File: src/rtl/mips_pkg.sv
// Shared MIPS definitions for the memory-access stage.
//   - opcode / funct constants used by the stage's instruction classifier
//   - mem-stage state enum {ST_IDLE, ST_REQ}
//   - packed writeback record {we, dest, data} and decoder result bundle
package mips_pkg;

    localparam int unsigned DATA_W  = 32;
    localparam int unsigned REG_W   = 5;
    localparam int unsigned INSTR_W = 32;
    localparam int unsigned OP_W    = 6;

    localparam logic [OP_W-1:0] OP_RTYPE = 6'h00;
    localparam logic [OP_W-1:0] OP_ADDI  = 6'h08;
    localparam logic [OP_W-1:0] OP_ADDIU = 6'h09;
    localparam logic [OP_W-1:0] OP_SLTI  = 6'h0A;
    localparam logic [OP_W-1:0] OP_SLTIU = 6'h0B;
    localparam logic [OP_W-1:0] OP_ANDI  = 6'h0C;
    localparam logic [OP_W-1:0] OP_ORI   = 6'h0D;
    localparam logic [OP_W-1:0] OP_XORI  = 6'h0E;
    localparam logic [OP_W-1:0] OP_LW    = 6'h23;
    localparam logic [OP_W-1:0] OP_SW    = 6'h2B;

    localparam logic [OP_W-1:0] FN_ADD   = 6'h20;
    localparam logic [OP_W-1:0] FN_SUB   = 6'h22;

    typedef enum logic {
        ST_IDLE = 1'b0,
        ST_REQ  = 1'b1
    } mem_state_e;

    typedef struct packed {
        logic              we;
        logic [REG_W-1:0]  dest;
        logic [DATA_W-1:0] data;
    } wb_rec_t;

    typedef struct packed {
        logic             is_load;
        logic             is_store;
        logic             writes;
        logic [REG_W-1:0] dest;
        logic             ovf_trap;
    } dec_t;

endpackage

File: src/rtl/mips_mem_stage_if.sv
// Data-memory request/acknowledge bus.
//   master (mem stage): drives mem_req, mem_we, mem_addr, mem_wdata
//   slave  (memory)   : drives mem_ack, mem_rdata (rdata valid in the ack cycle)
interface mips_mem_stage_if;
    import mips_pkg::*;

    logic              mem_req;
    logic              mem_we;
    logic [DATA_W-1:0] mem_addr;
    logic [DATA_W-1:0] mem_wdata;
    logic              mem_ack;
    logic [DATA_W-1:0] mem_rdata;

    modport master (
        output mem_req, mem_we, mem_addr, mem_wdata,
        input  mem_ack, mem_rdata
    );

    modport slave (
        input  mem_req, mem_we, mem_addr, mem_wdata,
        output mem_ack, mem_rdata
    );

endinterface

File: src/rtl/mem_decode.sv
// Combinational instruction classifier for the memory stage.
//   instr    : executed instruction word
//   ovf_flag : ALU overflow flag (ex_flags[0])
//   dec_c    : {is_load, is_store, writes, dest, ovf_trap}; dest is 0 when
//              the instruction does not write a register
module mem_decode
    import mips_pkg::*;
(
    input  logic [INSTR_W-1:0] instr,
    input  logic               ovf_flag,
    output dec_t               dec_c
);

    logic [OP_W-1:0]  op;
    logic [OP_W-1:0]  funct;
    logic [REG_W-1:0] rt;
    logic [REG_W-1:0] rd;
    logic             unused_fields;

    assign op    = instr[31:26];
    assign funct = instr[5:0];
    assign rt    = instr[20:16];
    assign rd    = instr[15:11];

    // rs and shamt play no part in writeback classification
    assign unused_fields = ^{instr[25:21], instr[10:6]};

    always_comb begin
        dec_c = '0;
        case (op)
            OP_RTYPE: begin
                dec_c.writes   = 1'b1;
                dec_c.dest     = rd;
                dec_c.ovf_trap = ovf_flag & ((funct == FN_ADD) | (funct == FN_SUB));
            end
            OP_ADDI: begin
                dec_c.writes   = 1'b1;
                dec_c.dest     = rt;
                dec_c.ovf_trap = ovf_flag;
            end
            OP_ADDIU, OP_SLTI, OP_SLTIU, OP_ANDI, OP_ORI, OP_XORI: begin
                dec_c.writes = 1'b1;
                dec_c.dest   = rt;
            end
            OP_LW: begin
                dec_c.is_load = 1'b1;
                dec_c.writes  = 1'b1;
                dec_c.dest    = rt;
            end
            OP_SW: begin
                dec_c.is_store = 1'b1;
            end
            default: begin
                dec_c = '0;
            end
        endcase
    end

endmodule

File: src/rtl/mips_mem_stage.sv
// MIPS memory-access stage: performs lw/sw over a req/ack handshake with a
// variable-latency memory and emits one writeback record per accepted bundle.
//   clk, reset      : clock, asynchronous active-high reset
//   ex_valid/ready  : execute-stage handshake; ready drops while an access is open
//   ex_instr/result/store_data/flags : executed bundle (result is the byte address for lw/sw)
//   mem_bus         : data-memory master port (mips_mem_stage_if.master)
//   wb_valid/we/dest/data : one-cycle writeback record
//   ovf_err, align_err    : exception pulses coincident with wb_valid
// Build option MEM_ALIGN_CHECK_EN: misaligned lw/sw are trapped (align_err) instead
// of being issued with the address forced to a word boundary.
module mips_mem_stage
    import mips_pkg::*;
(
    input  logic                clk,
    input  logic                reset,
    input  logic                ex_valid,
    output logic                ex_ready,
    input  logic [INSTR_W-1:0]  ex_instr,
    input  logic [DATA_W-1:0]   ex_result,
    input  logic [DATA_W-1:0]   ex_store_data,
    input  logic [2:0]          ex_flags,
    mips_mem_stage_if.master    mem_bus,
    output logic                wb_valid,
    output logic                wb_we,
    output logic [REG_W-1:0]    wb_dest,
    output logic [DATA_W-1:0]   wb_data,
    output logic                ovf_err,
    output logic                align_err
);

    dec_t             dec_c;
    wb_rec_t          rec_c;
    logic             is_mem_c;
    logic             misalign_c;
    logic             unused_flags;

    mem_state_e       state;
    wb_rec_t          wb_q;
    logic             pend_we;
    logic [REG_W-1:0] pend_dest;

    mem_decode u_decode (
        .instr    (ex_instr),
        .ovf_flag (ex_flags[0]),
        .dec_c    (dec_c)
    );

    // only the overflow flag influences this stage
    assign unused_flags = ^ex_flags[2:1];

    assign is_mem_c = dec_c.is_load | dec_c.is_store;

`ifdef MEM_ALIGN_CHECK_EN
    assign misalign_c = is_mem_c & (ex_result[1:0] != 2'b00);
`else
    assign misalign_c = 1'b0;
`endif

    // Writeback record for a bundle retired without a memory access
    always_comb begin
        rec_c      = '0;
        rec_c.we   = dec_c.writes & (dec_c.dest != REG_W'(0)) & ~dec_c.ovf_trap & ~misalign_c;
        rec_c.dest = dec_c.dest;
        rec_c.data = ex_result;
    end

    // Stage FSM; every output is a flop
    always_ff @(posedge clk or posedge reset) begin
        if (reset) begin
            state             <= ST_IDLE;
            ex_ready          <= 1'b1;
            mem_bus.mem_req   <= 1'b0;
            mem_bus.mem_we    <= 1'b0;
            mem_bus.mem_addr  <= DATA_W'(0);
            mem_bus.mem_wdata <= DATA_W'(0);
            wb_valid          <= 1'b0;
            wb_q              <= '0;
            ovf_err           <= 1'b0;
            align_err         <= 1'b0;
            pend_we           <= 1'b0;
            pend_dest         <= REG_W'(0);
        end else begin
            wb_valid  <= 1'b0;
            ovf_err   <= 1'b0;
            align_err <= 1'b0;
            case (state)
                ST_IDLE: begin
                    if (ex_valid && ex_ready) begin
                        if (is_mem_c && !misalign_c) begin
                            state             <= ST_REQ;
                            ex_ready          <= 1'b0;
                            mem_bus.mem_req   <= 1'b1;
                            mem_bus.mem_we    <= dec_c.is_store;
                            mem_bus.mem_addr  <= {ex_result[DATA_W-1:2], 2'b00};
                            mem_bus.mem_wdata <= ex_store_data;
                            pend_we           <= rec_c.we;
                            pend_dest         <= rec_c.dest;
                        end else begin
                            wb_valid  <= 1'b1;
                            wb_q      <= rec_c;
                            ovf_err   <= dec_c.ovf_trap;
                            align_err <= misalign_c;
                        end
                    end
                end
                ST_REQ: begin
                    if (mem_bus.mem_ack) begin
                        state           <= ST_IDLE;
                        ex_ready        <= 1'b1;
                        mem_bus.mem_req <= 1'b0;
                        mem_bus.mem_we  <= 1'b0;
                        wb_valid        <= 1'b1;
                        wb_q.we         <= pend_we;
                        wb_q.dest       <= pend_dest;
                        // stores retire with a zero data field
                        wb_q.data       <= mem_bus.mem_we ? DATA_W'(0) : mem_bus.mem_rdata;
                    end
                end
                default: begin
                    state <= ST_IDLE;
                end
            endcase
        end
    end

    assign wb_we   = wb_q.we;
    assign wb_dest = wb_q.dest;
    assign wb_data = wb_q.data;

endmodule

File: src/flat_wrapper.sv
// flat-port wrapper written by rule: the top's interface ports become plain ports
module mips_mem_stage_flat import mips_pkg::*;
  (clk, reset, ex_valid, ex_ready, ex_instr, ex_result, ex_store_data, ex_flags, wb_valid, wb_we, wb_dest, wb_data, ovf_err, align_err, mem_bus_mem_req, mem_bus_mem_we, mem_bus_mem_addr, mem_bus_mem_wdata, mem_bus_mem_ack, mem_bus_mem_rdata);
  mips_mem_stage_if mem_bus_i ();
  input  logic clk;
  input  logic reset;
  input  logic ex_valid;
  output logic ex_ready;
  input  logic [INSTR_W-1:0] ex_instr;
  input  logic [DATA_W-1:0] ex_result;
  input  logic [DATA_W-1:0] ex_store_data;
  input  logic [2:0] ex_flags;
  output logic wb_valid;
  output logic wb_we;
  output logic [REG_W-1:0] wb_dest;
  output logic [DATA_W-1:0] wb_data;
  output logic ovf_err;
  output logic align_err;
  output wire logic [$bits(mem_bus_i.mem_req)-1:0] mem_bus_mem_req;
  output wire logic [$bits(mem_bus_i.mem_we)-1:0] mem_bus_mem_we;
  output wire logic [$bits(mem_bus_i.mem_addr)-1:0] mem_bus_mem_addr;
  output wire logic [$bits(mem_bus_i.mem_wdata)-1:0] mem_bus_mem_wdata;
  input wire logic [$bits(mem_bus_i.mem_ack)-1:0] mem_bus_mem_ack;
  input wire logic [$bits(mem_bus_i.mem_rdata)-1:0] mem_bus_mem_rdata;
  assign mem_bus_mem_req = mem_bus_i.mem_req;
  assign mem_bus_mem_we = mem_bus_i.mem_we;
  assign mem_bus_mem_addr = mem_bus_i.mem_addr;
  assign mem_bus_mem_wdata = mem_bus_i.mem_wdata;
  assign mem_bus_i.mem_ack = mem_bus_mem_ack;
  assign mem_bus_i.mem_rdata = mem_bus_mem_rdata;
  mips_mem_stage u_core (.clk(clk), .reset(reset), .ex_valid(ex_valid), .ex_ready(ex_ready), .ex_instr(ex_instr), .ex_result(ex_result), .ex_store_data(ex_store_data), .ex_flags(ex_flags), .mem_bus(mem_bus_i), .wb_valid(wb_valid), .wb_we(wb_we), .wb_dest(wb_dest), .wb_data(wb_data), .ovf_err(ovf_err), .align_err(align_err));
endmodule
File: config.mk
export PLATFORM = sky130hd
export DESIGN_NAME = mips_mem_stage_flat
export DESIGN_NICKNAME = d
export VERILOG_FILES = /design/src/rtl/mips_pkg.sv /design/src/rtl/mips_mem_stage_if.sv /design/src/rtl/mem_decode.sv /design/src/rtl/mips_mem_stage.sv /design/src/flat_wrapper.sv
export SDC_FILE = /design/constraint.sdc
export NUM_CORES = 1
export LEC_CHECK = 0
export CAP_MARGIN = 20
export CORE_AREA = 4 4 103 105
export DETAILED_ROUTE_END_ITERATION = 12
export DIE_AREA = 0 0 107 109
export DONT_BUFFER_PORTS = 1
export GPL_TIMING_DRIVEN = 0
export SYNTH_ARGS = -nofsm -noshare
export SYNTH_HDL_FRONTEND = slang
export SYNTH_SLANG_ARGS = --single-unit
File: constraint.sdc
create_clock -name clk -period 10.6 [get_ports clk]
set_clock_uncertainty 0.15 [all_clocks]
set_input_delay 2.12 -clock clk [delete_from_list [all_inputs] [get_ports clk]]
set_output_delay 2.12 -clock clk [all_outputs]
set_load 0.02 [all_outputs]
### Word level (Yosys, flattened, before mapping)

Index checks and enable logic that the tools add are counted.

| storage, ports and cells | value |
|---|---|
| register bits after elaboration | 112 |
| input port bits | 135 |
| output and inout port bits | 108 |
| logic and storage cells | 73 |

| operators by class | value |
|---|---|
| equal/unequal tests | 15 |
| mux-type cells | 31 |
| bitwise operators | 7 |
| reduce and logical (&&, ||, !) cells | 7 |

Operators with widths:

| kind | count |
|---|---|
| $mux 38 | 3 |
| $pmux 38 s2 | 1 |
| $eq 6x4->1 const B | 7 |
| $mux 32 | 1 |
| $eq 6x6->1 const B | 4 |
| $mux 1 | 19 |
| $pmux 1 s2 | 6 |
| $pmux 6 s2 | 1 |
| $reduce_and 3->1 | 3 |
| $reduce_or 8->1 | 1 |
| $logic_not 6->1 | 1 |
| $reduce_bool 5->1 | 1 |
| $ne 2x1->1 const B | 2 |
| $ne 2x2->1 const B | 2 |
| $and 1x1->1 | 3 |
| $not 1->1 | 2 |
| $or 1x1->1 | 2 |
| $logic_and 1x1->1 | 1 |

### Depth between registers and ports, before layout

| depth | value |
|---|---|
| depth after elaboration | 9 |
| mapped depth | 7 |

### Modules after synthesis

A second synthesis with hierarchy kept.

| unflattened totals | value |
|---|---|
| cell total of the unflattened synthesis | 384 |
| area, all modules | 4944.7 um^2 |

Modules (own cells, without submodules):

| module | instances | cells each | area an instance (um^2) | seq. area each (um^2) |
|---|---|---|---|---|
| mips_mem_stage | 1 | 365 | 4792.1 | 2803.9 |
| mem_decode | 1 | 19 | 152.6 | 0.0 |

### Least setup slack after synthesis

No wires, ideal clock.

| timing path | value |
|---|---|
| path kind | input -> register |
| from | input port ex_instr[30] |
| to | register u_core.mem_bus.mem_addr[10] |
| arrival | 3.265 ns |
| data required time | 10.323 ns |
| slack | 7.057 ns |
| stages on the path | 5 |
| cell sequence | clkbuf_2 > nor4_4 > buf_4 > buf_6 > mux2_1 |

| on the way | value |
|---|---|
| longest elaborated chain between the ends | 4 |
| elaborated cells on any way between the ends | 6 |
| classes of those cells | eq/ne: 2; mux: 2; bitwise: 1; reduce/logical: 1 |

RTL lines:

| what | line | RTL |
|---|---|---|
| from (decl) | flat_wrapper.sv:9 | `input logic [INSTR_W-1:0] ex_instr;` |
| $eq 6x6->1 | mem_decode.sv:30 | `case (op)` |
| $mux 1 | mem_decode.sv:30 |  |
| $or 1x1->1 (*) | mips_mem_stage.sv:51 | `assign is_mem_c = dec_c.is_load \| dec_c.is_store;` |
| $reduce_and 3->1 (no source line) (*) | n/a |  |
| to (signal assigned) | mips_mem_stage.sv:94 | `mem_bus.mem_addr <= {ex_result[DATA_W-1:2], 2'b00};` |
| to (decl) | mips_mem_stage_if.sv:15 | `output mem_req, mem_we, mem_addr, mem_wdata,` |

Mark *: on every way between the ends. The rest lies on a longest branch, timed or not.
A chain may end at the register's enable or synchronous reset.

### Final worst setup path

| timing path | value |
|---|---|
| from | input port ex_instr[30] |
| to | register u_core.mem_bus.mem_addr[25] |

Same word-level chain as after synthesis.

==> metrics.cfg <==
[finish]
fill_cells = 857
utilization_pct = 53.8
post-route-cell-area_sq_um = 5180
regArea_sq_um = 2800
antenna_cells = 0
final_cell_mix = dfrtp_1 (111), a21oi_1 (43), inv_1 (38)
nets = 527
multi_input_area_sq_um = 1630
area_delta_synth_final_pct = 9.20
drive_above_1_share_pct = 19.6
layout_commonest_cell = dfrtp_1

[timing]
tightestPinTransition_ns = 0.600
max_freq_ghz = 0.290
fin_crit_sh_pct = 32.5
slew_violations = 0
slew_headroom_pct = 60.0
rsz0062_at_grt = no
setup_viol = 0
setup_slack_ns = 7.16
fin_setup_tns_ns = 0
post-route-min-period_ns = 3.44
finalHoldViolations = 0

[cts]
clock_sinks = 112
h-tree-depth = 3
cts_root_buffer = clkbuf_8
tritoncts = yes
path_clk_slew_ns = 0.10
postCtsHoldBufs = 0
cts_buffer_depth = 2
clk_latency_ns = 0.36
cts_buffers = 9
post-cts-setup-buffers = 0
cts-resized-gates = 0

[worst_setup_path]
arrival_ns = 3.55
crit_required_ns = 10.70
critPathMaxFanout = 10
crit_chain = clkbuf_2 -> nor4_4 -> buf_4 -> buf_6 -> mux2_1
critPathTopFamily = buffers and inverters
cp_slowest_cell = nor4_4
critPathKind = primary input to flop
end_kind = flop
startpoint_type = primary input
worst-path-buf-inv = 3
max_stage_delay_ns = 0.43

[synthesis]
yosysWarnings = 0
ys.flop_type = dfrtp_1
avgSynthCellArea_sq_um = 12.6
ys_types = 37
synth_edf_count = 0
synthArstFlopShare_pct = 100
synthCells = 378
ys_ff_latch = 112
syn_area_sq_um = 4740
yosysSeqAreaShare_pct = 59.1

[die]
rows = 36
core-area_sq_um = 9640
die_w_um = 107
start_util_pct = 49.2
die_y_um = 109
die_area_sq_um = 11700
ios = 243

[grt]
grt_pass1_wl_mm = 18.2
grt_antenna_before_repair = 0
grt_max_degree = 68
grt_overflow = 0
track_usage_pct = 20.2
grt_pass1_vias = 3250

[outcome]
status = complete, no violations

[drt]
dr.pass1.iters = 4
antenna_left = 0
routed_wl_mm = 11.6
post-route-drc-count = 0
via_per_inst = 5.76
drt_iter0_markers = 166
vias = 3051
post_drt_wl_per_cell_um = 21.9

[placed_design]
globalplace.congestion = 0.740
place_ws_ns = 6.75
place_area_sq_um = 4950
portBuffers = 0
dp_hpwl_mm = 8.89

[power]
power_mw = 1.14
power_density_nw_per_um2 = 220
irDropWorstVdd_v = 0.0000932
p_leak_nw = 2.42

[job]
cap_violations = 0

[hold_path]
hp-class = flop to flop

==> power breakdown <==
part	total [mW]	switching, mW	internal, mW
sequential	0.711	0.189	0.522
combinational	0.141	0.0712	0.0696
clock	0.289	0.136	0.153
==> through the flow <==
stage,cells,hold WS [ns]
after global placement,513,0.338
after detailed placement,514,0.343
final,530,0.369
after CTS,530,0.373
after global routing,530,0.390
after floorplan,380,0.325
==> worst reg2reg max path, delay by kind of cell, from the launching register on <==
family / cells / cell delay (ns)
mux: 1 / 0.34
simple gates: 2 / 0.41
flops: 1 / 0.64
buf+inv: 2 / 0.48
==> flip-flops by register name, indices dropped and copies added, names as in the netlist <==
name / flops
u_core.wb_dest: 5
u_core.pend_we: 1
u_core.wb_we: 1
u_core.mem_bus.mem_wdata: 32
u_core.ovf_err: 1
u_core.wb_valid: 1
u_core.state: 1
u_core.ex_ready: 1
u_core.mem_bus.mem_req: 1
u_core.pend_dest: 5
u_core.mem_bus.mem_we: 1
u_core.mem_bus.mem_addr: 30
u_core.wb_data: 32
==> worst paths after layout <==
| kind | from | end | slack, ns | cells after the start |
|---|---|---|---|---|
| max | ex_instr[30] | u_core.mem_bus.mem_addr[25] | 7.16 | 5 |
| min | u_core.pend_we | u_core.pend_we | 0.37 | 1 |
| max reg2reg | u_core.ex_ready | u_core.mem_bus.mem_addr[25] | 8.47 | 5 |
| min reg2reg | u_core.pend_we | u_core.pend_we | 0.37 | 1 |
| max in group asynchronous | reset | u_core.mem_bus.mem_addr[20] | 8.04 | 2 |
| min in group asynchronous | reset | u_core.mem_bus.mem_wdata[7] | 1.54 | 1 |
==> cell usage after synthesis, types with 6 or more instances <==
| cell type | count | area (sq um) |
|---|---|---|
| buf_2 | 9 | 45.0 |
| a221oi_1 | 31 | 272 |
| a22oi_1 | 6 | 45.0 |
| a21oi_1 | 43 | 215 |
| clkbuf_1 | 7 | 26.3 |
| nor2_1 | 8 | 30.0 |
| mux2_1 | 27 | 304 |
| dfrtp_1 | 111 | 2780 |
| inv_1 | 39 | 146 |
| mux2_2 | 36 | 405 |
| o21ai_0 | 10 | 50.1 |
| nand2_1 | 7 | 26.3 |
| buf_6 | 6 | 67.6 |
==> cell type report <==
cell class / count / area share, %
clock buffers: 14 / 3.33
well taps: 133 / 3.21
inverters: 39 / 2.87
repair buffers: 1 / 0.531
flip-flops and latches: 112 / 54.1
plain buffers: 27 / 3.36
clock inverters: 2 / 1.16
multi-input cells: 202 / 31.4
==> kinds of logic (layout without fill, tap and decap cells) <==
| family | Yosys count | count (layout) | synth area share [%] |
|---|---|---|---|
| flops | 112 | 112 | 59.1 |
| mux | 64 | 64 | 15.2 |
| simple gates | 34 | 34 | 4.69 |
| compound gates | 101 | 101 | 14.2 |
| other cells | 1 | 3 | 0.0790 |
| buf+inv | 66 | 83 | 6.75 |
==> metal layers <==
metal / vias to the layer above / GRT usage, % / share of wire, % / wire length [um]
met5: - / 0 / 0 / 0
met4: 0 / 6.12 / 1.1 / 127
met3: 12 / 9.95 / 13 / 1540
met2: 169 / 32.0 / 49 / 5660
met1: 1494 / 24.6 / 37 / 4310
li1: 1376 / - / - / -
No activity file was read; power rests on OpenSTA's default activity.
